File: config.mk
export PLATFORM = sky130hd
export DESIGN_NAME = fetch_basic_flat
export DESIGN_NICKNAME = d
export VERILOG_FILES = /design/src/rtl/fetch_basic_pkg.sv /design/src/rtl/fetch_basic_if.sv /design/src/rtl/fetch_basic_pc_queue.sv /design/src/rtl/fetch_basic.sv /design/src/flat_wrapper.sv
export SDC_FILE = /design/constraint.sdc
export NUM_CORES = 1
export LEC_CHECK = 0
export CORE_UTILIZATION = 35
export DETAILED_ROUTE_END_ITERATION = 6
export HOLD_SLACK_MARGIN = 0.03
export SLEW_MARGIN = 5
export SYNTH_ARGS = -nofsm -noshare
export SYNTH_HDL_FRONTEND = slang
export SYNTH_HIERARCHICAL = 1
export SYNTH_SLANG_ARGS = --single-unit
File: constraint.sdc
create_clock -name clk -period 5.21 [get_ports clk]
set_clock_uncertainty 0.2 [all_clocks]
set_input_delay 1.042 -clock clk [delete_from_list [all_inputs] [get_ports clk]]
set_output_delay 1.042 -clock clk [all_outputs]
set_load 0.03 [all_outputs]
File: src/rtl/fetch_basic_pkg.sv
// Shared ISA constants for the fetch stage: reset PC and sequential PC stride.
package fetch_basic_pkg;
  localparam logic [31:0] c_rst_addr = 32'h0000_0200;
  localparam int unsigned c_pc_incr  = 32'd4;
endpackage

File: src/rtl/fetch_basic_if.sv
// Fetch-stage handshake bundle: memory request/response, F->D delivery and redirect.
interface fetch_basic_if #(
  parameter int p_addr_bits = 32,
  parameter int p_inst_bits = 32
);
  logic                   mem_req_val;
  logic                   mem_req_rdy;
  logic [p_addr_bits-1:0] mem_req_addr;
  logic                   mem_resp_val;
  logic                   mem_resp_rdy;
  logic [p_inst_bits-1:0] mem_resp_data;
  logic                   d_val;
  logic                   d_rdy;
  logic [p_inst_bits-1:0] d_inst;
  logic [p_addr_bits-1:0] d_pc;
  logic                   squash;
  logic [p_addr_bits-1:0] branch_target;

  modport master (
    output mem_req_val, mem_req_addr, mem_resp_rdy, d_val, d_inst, d_pc,
    input  mem_req_rdy, mem_resp_val, mem_resp_data, d_rdy, squash, branch_target
  );

  modport slave (
    input  mem_req_val, mem_req_addr, mem_resp_rdy, d_val, d_inst, d_pc,
    output mem_req_rdy, mem_resp_val, mem_resp_data, d_rdy, squash, branch_target
  );
endinterface

File: src/rtl/fetch_basic_pc_queue.sv
// Small FIFO holding the PCs of live memory requests; clear wins over a same-cycle push.
module fetch_pc_queue #(
  parameter type t_entry = logic [31:0],
  parameter int  p_depth = 2
) (
  input  logic                     clk,
  input  logic                     rst,
  input  logic                     push,
  input  t_entry                   push_data,
  input  logic                     pop,
  input  logic                     clear,
  output t_entry                   head,
  output logic [$clog2(p_depth):0] count
);
  localparam int p_ptr_bits = (p_depth > 1) ? $clog2(p_depth) : 1;

  t_entry                   mem_r [p_depth];
  logic [p_ptr_bits-1:0]    rd_ptr_r;
  logic [p_ptr_bits-1:0]    wr_ptr_r;
  logic [$clog2(p_depth):0] count_r;

  function automatic logic [p_ptr_bits-1:0] ptr_inc(input logic [p_ptr_bits-1:0] p);
    if (p == p_ptr_bits'(p_depth - 1)) return '0;
    else return p + p_ptr_bits'(1);
  endfunction

  // Storage, pointers and occupancy.
  always_ff @(posedge clk) begin
    if (rst || clear) begin
      rd_ptr_r <= '0;
      wr_ptr_r <= '0;
      count_r  <= '0;
    end else begin
      if (push) begin
        mem_r[wr_ptr_r] <= push_data;
        wr_ptr_r        <= ptr_inc(wr_ptr_r);
      end
      if (pop) begin
        rd_ptr_r <= ptr_inc(rd_ptr_r);
      end
      if (push && !pop) count_r <= count_r + ($clog2(p_depth)+1)'(1);
      else if (pop && !push) count_r <= count_r - ($clog2(p_depth)+1)'(1);
      else count_r <= count_r;
    end
  end

  assign head  = mem_r[rd_ptr_r];
  assign count = count_r;
endmodule

File: src/rtl/fetch_basic.sv
// In-order single-issue fetch: sequential PCs, in-order response pairing,
// and squash redirect that discards every response still in flight.
module fetch_basic_checker #(
  parameter int p_max_in_flight = 2
) (
  input logic                             clk,
  input logic                             rst,
  input logic                             resp_val,
  input logic [$clog2(p_max_in_flight):0] q_count,
  input logic [$clog2(p_max_in_flight):0] drop_cnt
);
  // Responses need a matching request; occupancy never exceeds the window.
  always @(posedge clk) begin
    if (!rst) begin
      assert (!(resp_val && q_count == '0 && drop_cnt == '0))
        else $error("fetch_basic: response with nothing in flight");
      assert (({1'b0, q_count} + {1'b0, drop_cnt}) <= ($clog2(p_max_in_flight)+2)'(p_max_in_flight))
        else $error("fetch_basic: in-flight count exceeds limit");
    end
  end
endmodule

module fetch_basic
  import fetch_basic_pkg::*;
#(
  parameter int               p_addr_bits     = 32,
  parameter int               p_inst_bits     = 32,
  parameter logic [31:0]      p_rst_addr      = c_rst_addr,
  parameter int               p_max_in_flight = 2
) (
  input logic          clk,
  input logic          rst,
  fetch_basic_if.master bus
);
  localparam int p_cnt_bits = $clog2(p_max_in_flight) + 1;

  logic [p_addr_bits-1:0] pc_r;
  logic [p_cnt_bits-1:0]  drop_cnt_r;
  logic [p_cnt_bits-1:0]  q_count_s;
  logic [p_addr_bits-1:0] q_head_s;
  logic [p_cnt_bits:0]    live_s;
  logic                   dropping_s;
  logic                   req_val_s;
  logic                   req_xfer_s;
  logic                   resp_rdy_s;
  logic                   resp_xfer_s;
  logic                   d_val_s;
  logic                   pop_s;

  // Issue, response and squash muxing; squash overrides everything but reset.
  always_comb begin
    live_s     = {1'b0, q_count_s} + {1'b0, drop_cnt_r};
    dropping_s = (drop_cnt_r != '0);
    req_val_s  = 1'b0;
    resp_rdy_s = 1'b0;
    d_val_s    = 1'b0;
    if (rst) begin
      req_val_s  = 1'b0;
    end else if (bus.squash) begin
      resp_rdy_s = 1'b1;
    end else begin
      req_val_s = (live_s < (p_cnt_bits+1)'(p_max_in_flight));
      if (dropping_s) begin
        resp_rdy_s = 1'b1;
      end else begin
        d_val_s    = bus.mem_resp_val;
        resp_rdy_s = bus.d_rdy;
      end
    end
    req_xfer_s  = req_val_s & bus.mem_req_rdy;
    resp_xfer_s = resp_rdy_s & bus.mem_resp_val;
    pop_s       = resp_xfer_s & ~dropping_s & ~bus.squash;
  end

  // PC register and count of stale responses still owed by memory.
  always_ff @(posedge clk) begin
    if (rst) begin
      pc_r       <= p_addr_bits'(p_rst_addr);
      drop_cnt_r <= '0;
    end else if (bus.squash) begin
      pc_r       <= bus.branch_target;
      drop_cnt_r <= drop_cnt_r + q_count_s - p_cnt_bits'(resp_xfer_s);
    end else begin
      if (req_xfer_s) pc_r <= pc_r + p_addr_bits'(c_pc_incr);
      if (resp_xfer_s && dropping_s) drop_cnt_r <= drop_cnt_r - p_cnt_bits'(1);
    end
  end

  fetch_pc_queue #(
    .t_entry (logic [p_addr_bits-1:0]),
    .p_depth (p_max_in_flight)
  ) u_pc_queue (
    .clk       (clk),
    .rst       (rst),
    .push      (req_xfer_s),
    .push_data (pc_r),
    .pop       (pop_s),
    .clear     (bus.squash),
    .head      (q_head_s),
    .count     (q_count_s)
  );

  assign bus.mem_req_val  = req_val_s;
  assign bus.mem_req_addr = pc_r;
  assign bus.mem_resp_rdy = resp_rdy_s;
  assign bus.d_val        = d_val_s;
  assign bus.d_inst       = bus.mem_resp_data;
  assign bus.d_pc         = q_head_s;

`ifndef SYNTHESIS
  fetch_basic_checker #(.p_max_in_flight(p_max_in_flight)) u_chk (
    .clk      (clk),
    .rst      (rst),
    .resp_val (bus.mem_resp_val),
    .q_count  (q_count_s),
    .drop_cnt (drop_cnt_r)
  );

  function automatic string line_trace();
    string s;
    if (bus.d_val && bus.d_rdy) begin
      s = $sformatf("%h", bus.d_pc);
    end else begin
      s = "";
      for (int i = 0; i < (p_addr_bits + 3) / 4; i++) s = {s, " "};
    end
    return s;
  endfunction
`endif
endmodule

File: src/flat_wrapper.sv
// flat-port wrapper written by rule: the top's interface ports become plain ports
module fetch_basic_flat import fetch_basic_pkg::*;
#(
  parameter int               p_addr_bits     = 32,
  parameter int               p_inst_bits     = 32,
  parameter logic [31:0]      p_rst_addr      = c_rst_addr,
  parameter int               p_max_in_flight = 2
)
  (clk, rst, bus_mem_req_val, bus_mem_req_addr, bus_mem_resp_rdy, bus_d_val, bus_d_inst, bus_d_pc, bus_mem_req_rdy, bus_mem_resp_val, bus_mem_resp_data, bus_d_rdy, bus_squash, bus_branch_target);
  fetch_basic_if #(.p_addr_bits(p_addr_bits), .p_inst_bits(p_inst_bits)) bus_i ();
  input logic clk;
  input logic rst;
  output wire logic [$bits(bus_i.mem_req_val)-1:0] bus_mem_req_val;
  output wire logic [$bits(bus_i.mem_req_addr)-1:0] bus_mem_req_addr;
  output wire logic [$bits(bus_i.mem_resp_rdy)-1:0] bus_mem_resp_rdy;
  output wire logic [$bits(bus_i.d_val)-1:0] bus_d_val;
  output wire logic [$bits(bus_i.d_inst)-1:0] bus_d_inst;
  output wire logic [$bits(bus_i.d_pc)-1:0] bus_d_pc;
  input wire logic [$bits(bus_i.mem_req_rdy)-1:0] bus_mem_req_rdy;
  input wire logic [$bits(bus_i.mem_resp_val)-1:0] bus_mem_resp_val;
  input wire logic [$bits(bus_i.mem_resp_data)-1:0] bus_mem_resp_data;
  input wire logic [$bits(bus_i.d_rdy)-1:0] bus_d_rdy;
  input wire logic [$bits(bus_i.squash)-1:0] bus_squash;
  input wire logic [$bits(bus_i.branch_target)-1:0] bus_branch_target;
  assign bus_mem_req_val = bus_i.mem_req_val;
  assign bus_mem_req_addr = bus_i.mem_req_addr;
  assign bus_mem_resp_rdy = bus_i.mem_resp_rdy;
  assign bus_d_val = bus_i.d_val;
  assign bus_d_inst = bus_i.d_inst;
  assign bus_d_pc = bus_i.d_pc;
  assign bus_i.mem_req_rdy = bus_mem_req_rdy;
  assign bus_i.mem_resp_val = bus_mem_resp_val;
  assign bus_i.mem_resp_data = bus_mem_resp_data;
  assign bus_i.d_rdy = bus_d_rdy;
  assign bus_i.squash = bus_squash;
  assign bus_i.branch_target = bus_branch_target;
  fetch_basic #(.p_addr_bits(p_addr_bits), .p_inst_bits(p_inst_bits), .p_rst_addr(p_rst_addr), .p_max_in_flight(p_max_in_flight)) u_core (.clk(clk), .rst(rst), .bus(bus_i));
endmodule
==> flow_metrics.tcl <==
set metrics [dict create \
    outcome "finished, final reports clean" \
    synth_fp_nets 486 \
    power_w 0.00180 \
    drv_slew 0 \
    slew_headroom 0.352 \
    drc_errors 0 \
    post_drt_wl_per_cell_um 16.7 \
    ant_nets 0 \
    ys_ff_latch 103 \
    via_per_inst 5.08 \
    path_max_fanout 45 \
    drt_wl_total_um 11000 \
    cts_sinks 103 \
    cp.arrival_ns 2.78 \
    diodes 0 \
    cp_cell_sequence "buf_2, nor2_1, and3_1, clkdlybuf4s50_1" \
    finish.utilization 0.456 \
    critPathMaxStageDelay_ns 0.67 \
    clock_path_buffers 2 \
    setup_viol 0 \
    finalHoldViolations 0 \
    cpMaxStageDelayCell "buf_2" \
    cp.required_ns 3.97 \
    die_area_mm2 0.0144 \
    synth_cells 409 \
    clock_latency_ns 0.35 \
    min_path_cells 0 \
    cp-end-kind "primary output" \
    drtIter0Drc 205 \
    num_io_pins 169 \
    start_util 0.363 \
    clkTransAtPathRegs_ns 0.07 \
    period_needed_ns 4.02 \
    cts_buffers 9 \
    grt_pass1_wl_um 17500 \
    grt_overflow 0 \
    dp_hpwl_um 7670 \
    port_buffers 104 \
    grt_pass1_vias 3247 \
    cts_resized 0 \
    num_vias 3349 \
    syn_avg_cell_area_um2 11.9 \
    rsz0062_at_grt "no" \
    drv_cap 0 \
    die_h_um 120 \
    cts_tree "done" \
    ctsHoldBuffers 0 \
    first_pass_iters 4 \
    grt_start_max_net_pins 46 \
    gp_congestion 0.746 \
    antenna_found_initial 0 \
    syn-cell-area_mm2 0.00487 \
    htree_levels 3 \
    ys_seq_area_frac 0.555 \
    reg2reg_depth 8 \
    root_buffer "clkbuf_16" \
    worstSetupStartpointType "primary input" \
    fin_crit_sh 0.771 \
    nets 555 \
    fin_setup_tns_ns 0 \
    syn2layout_area_growth_pct 25.5 \
    crit_type "primary input to primary output" \
    die_x_um 120 \
    vdd_ir_drop_max_mv 0.146 \
    core-area_mm2 0.0134 \
    worst_pin_slew_ns 0.970 \
    post_cts_buffers 0 \
    fillerInstances 1241 \
    holdWs_ns 0.309 \
    drive_above_1_share 0.137 \
    grtUsageTotal 0.159 \
    ys_types 53 \
    powerDensity_mw_per_mm2 294 \
    fmax_mhz 249 \
    yosysWarnings 6 \
    finalNonFillerCells 659 \
    placed_cells 643 \
    num_rows 42 \
    p_leak_nw 2.08 \
    hp-class "flip-flop to flip-flop" \
]
Yosys cell counts (all sizes together):
cell type | number | area, um^2
or3 | 3 | 18.8
o21a | 1 | 7.51
buf | 41 | 304
a2111oi | 1 | 8.76
a22oi | 1 | 7.51
nand2b | 1 | 6.26
nand3 | 9 | 62.6
edfxtp | 64 | 1920
inv | 12 | 45.0
clkbuf | 10 | 38.8
dfxtp | 39 | 781
ha | 6 | 75.1
o311ai | 4 | 35.0
a2bb2oi | 2 | 17.5
nand4 | 14 | 93.8
nor3b | 1 | 18.8
fa | 1 | 20.0
a221oi | 1 | 8.76
nor3 | 7 | 35.0
xor2 | 15 | 131
nand2 | 20 | 75.1
and4 | 5 | 43.8
nand4b | 1 | 8.76
o21ai | 6 | 33.8
nor4 | 7 | 73.8
o31a | 1 | 8.76
a211oi | 5 | 52.6
mux2i | 2 | 20.0
nor2 | 22 | 82.6
a31oi | 9 | 56.3
a21oi | 21 | 105
or2 | 1 | 6.26
o22ai | 8 | 50.1
mux2 | 32 | 360
and2 | 12 | 75.1
or3b | 1 | 8.76
a21boi | 1 | 7.51
and3 | 8 | 50.1
o211ai | 5 | 37.5
nor2b | 1 | 6.26
xnor2 | 7 | 61.3
a222oi | 1 | 10.0
through the flow:
step / setup slack, ns / area, um^2
floorplan: 1.39 / 4870
global placement: 1.20 / 5830
detailed placement: 1.18 / 5830
CTS: 1.16 / 6110
global route: 1.04 / 6110
finish: 1.19 / 6110
layout by cell type (no fill, tap or decap), types with 4 or more instances in the layout:
master and count:
a21oi_1 21, a31oi_1 9, and2_1 12, and3_1 8
and4_1 5, buf_4 6, clkbuf_16 9, clkdlybuf4s50_1 102
dfxtp_1 39, edfxtp_1 64, ha_1 6, inv_1 11
inv_6 4, mux2_2 30, nand2_1 20, nand3_1 7
nand4_1 13, nor2_1 21, nor3_1 7, nor4_1 5
o211ai_1 5, o21ai_0 5, o22ai_1 8, o311ai_0 4
xnor2_1 7, xor2_1 15
metal layers:
metal / track usage / share of wire / vias up
li1: - / - / 1629
met1: 0.208 / 0.46 / 1606
met2: 0.249 / 0.46 / 85
met3: 0.0380 / 0.054 / 29
met4: 0.0711 / 0.021 / 0
met5: 0 / 0 / -
final cells by class:
cell class | instances | area (um^2) | share of cell area
clock buffers | 9 | 225 | 0.0368
clock inverters | 7 | 62.6 | 0.0102
inverters | 12 | 45.0 | 0.00737
multi-input cells | 243 | 1790 | 0.292
flip-flops and latches | 103 | 2700 | 0.442
well taps | 176 | 220 | 0.0360
repair buffers | 109 | 1070 | 0.175
where the power goes:
group | total [W] | switching [W] | internal [W]
logic | 0.000224 | 0.000120 | 0.000105
registers | 0.000925 | 0.0000357 | 0.000889
clock network | 0.000645 | 0.000311 | 0.000335
total | 0.00180 | 0.000466 | 0.00133
worst paths after layout:
kind	startpoint	to	slack (ns)
setup reg to reg	u_core/u_pc_queue/count[0]	u_core/u_pc_queue/mem_r[0][28]	1.85
hold reg to reg	u_core/bus.mem_req_addr[0]	u_core/u_pc_queue/mem_r[1][0]	0.31
setup / recovery	rst	bus_d_val	1.19
hold / removal	u_core/bus.mem_req_addr[0]	u_core/u_pc_queue/mem_r[1][0]	0.31
worst max-delay path: cells and delay by family:
kind | cells | cell delay, ns
buffers and inverters | 2 | 1.26
AND/OR/NAND/NOR | 2 | 0.48
registers in the layout, indices dropped and copies added, names as in the netlist, named ones only:
| register | flops |
|---|---|
| u_core/u_pc_queue/mem_r | 64 |
| u_core/bus.mem_req_addr | 32 |
| u_core/drop_cnt_r | 2 |
| u_core/u_pc_queue/count | 2 |
| u_core/u_pc_queue/rd_ptr_r | 1 |
| u_core/u_pc_queue/wr_ptr_r | 1 |
cell families (layout without fill, tap and decap cells):
group	Yosys count	in the layout	synth area share
AO/OA/AOI/OAI	67	67	0.0917
XOR/XNOR	22	22	0.0396
adder cells (fa/ha/maj)	7	7	0.0195
buffers and inverters	63	137	0.0796
flip-flops	103	103	0.555
multiplexers	34	34	0.0781
AND/OR/NAND/NOR	113	113	0.137
No activity file was read; power rests on OpenSTA's default activity.
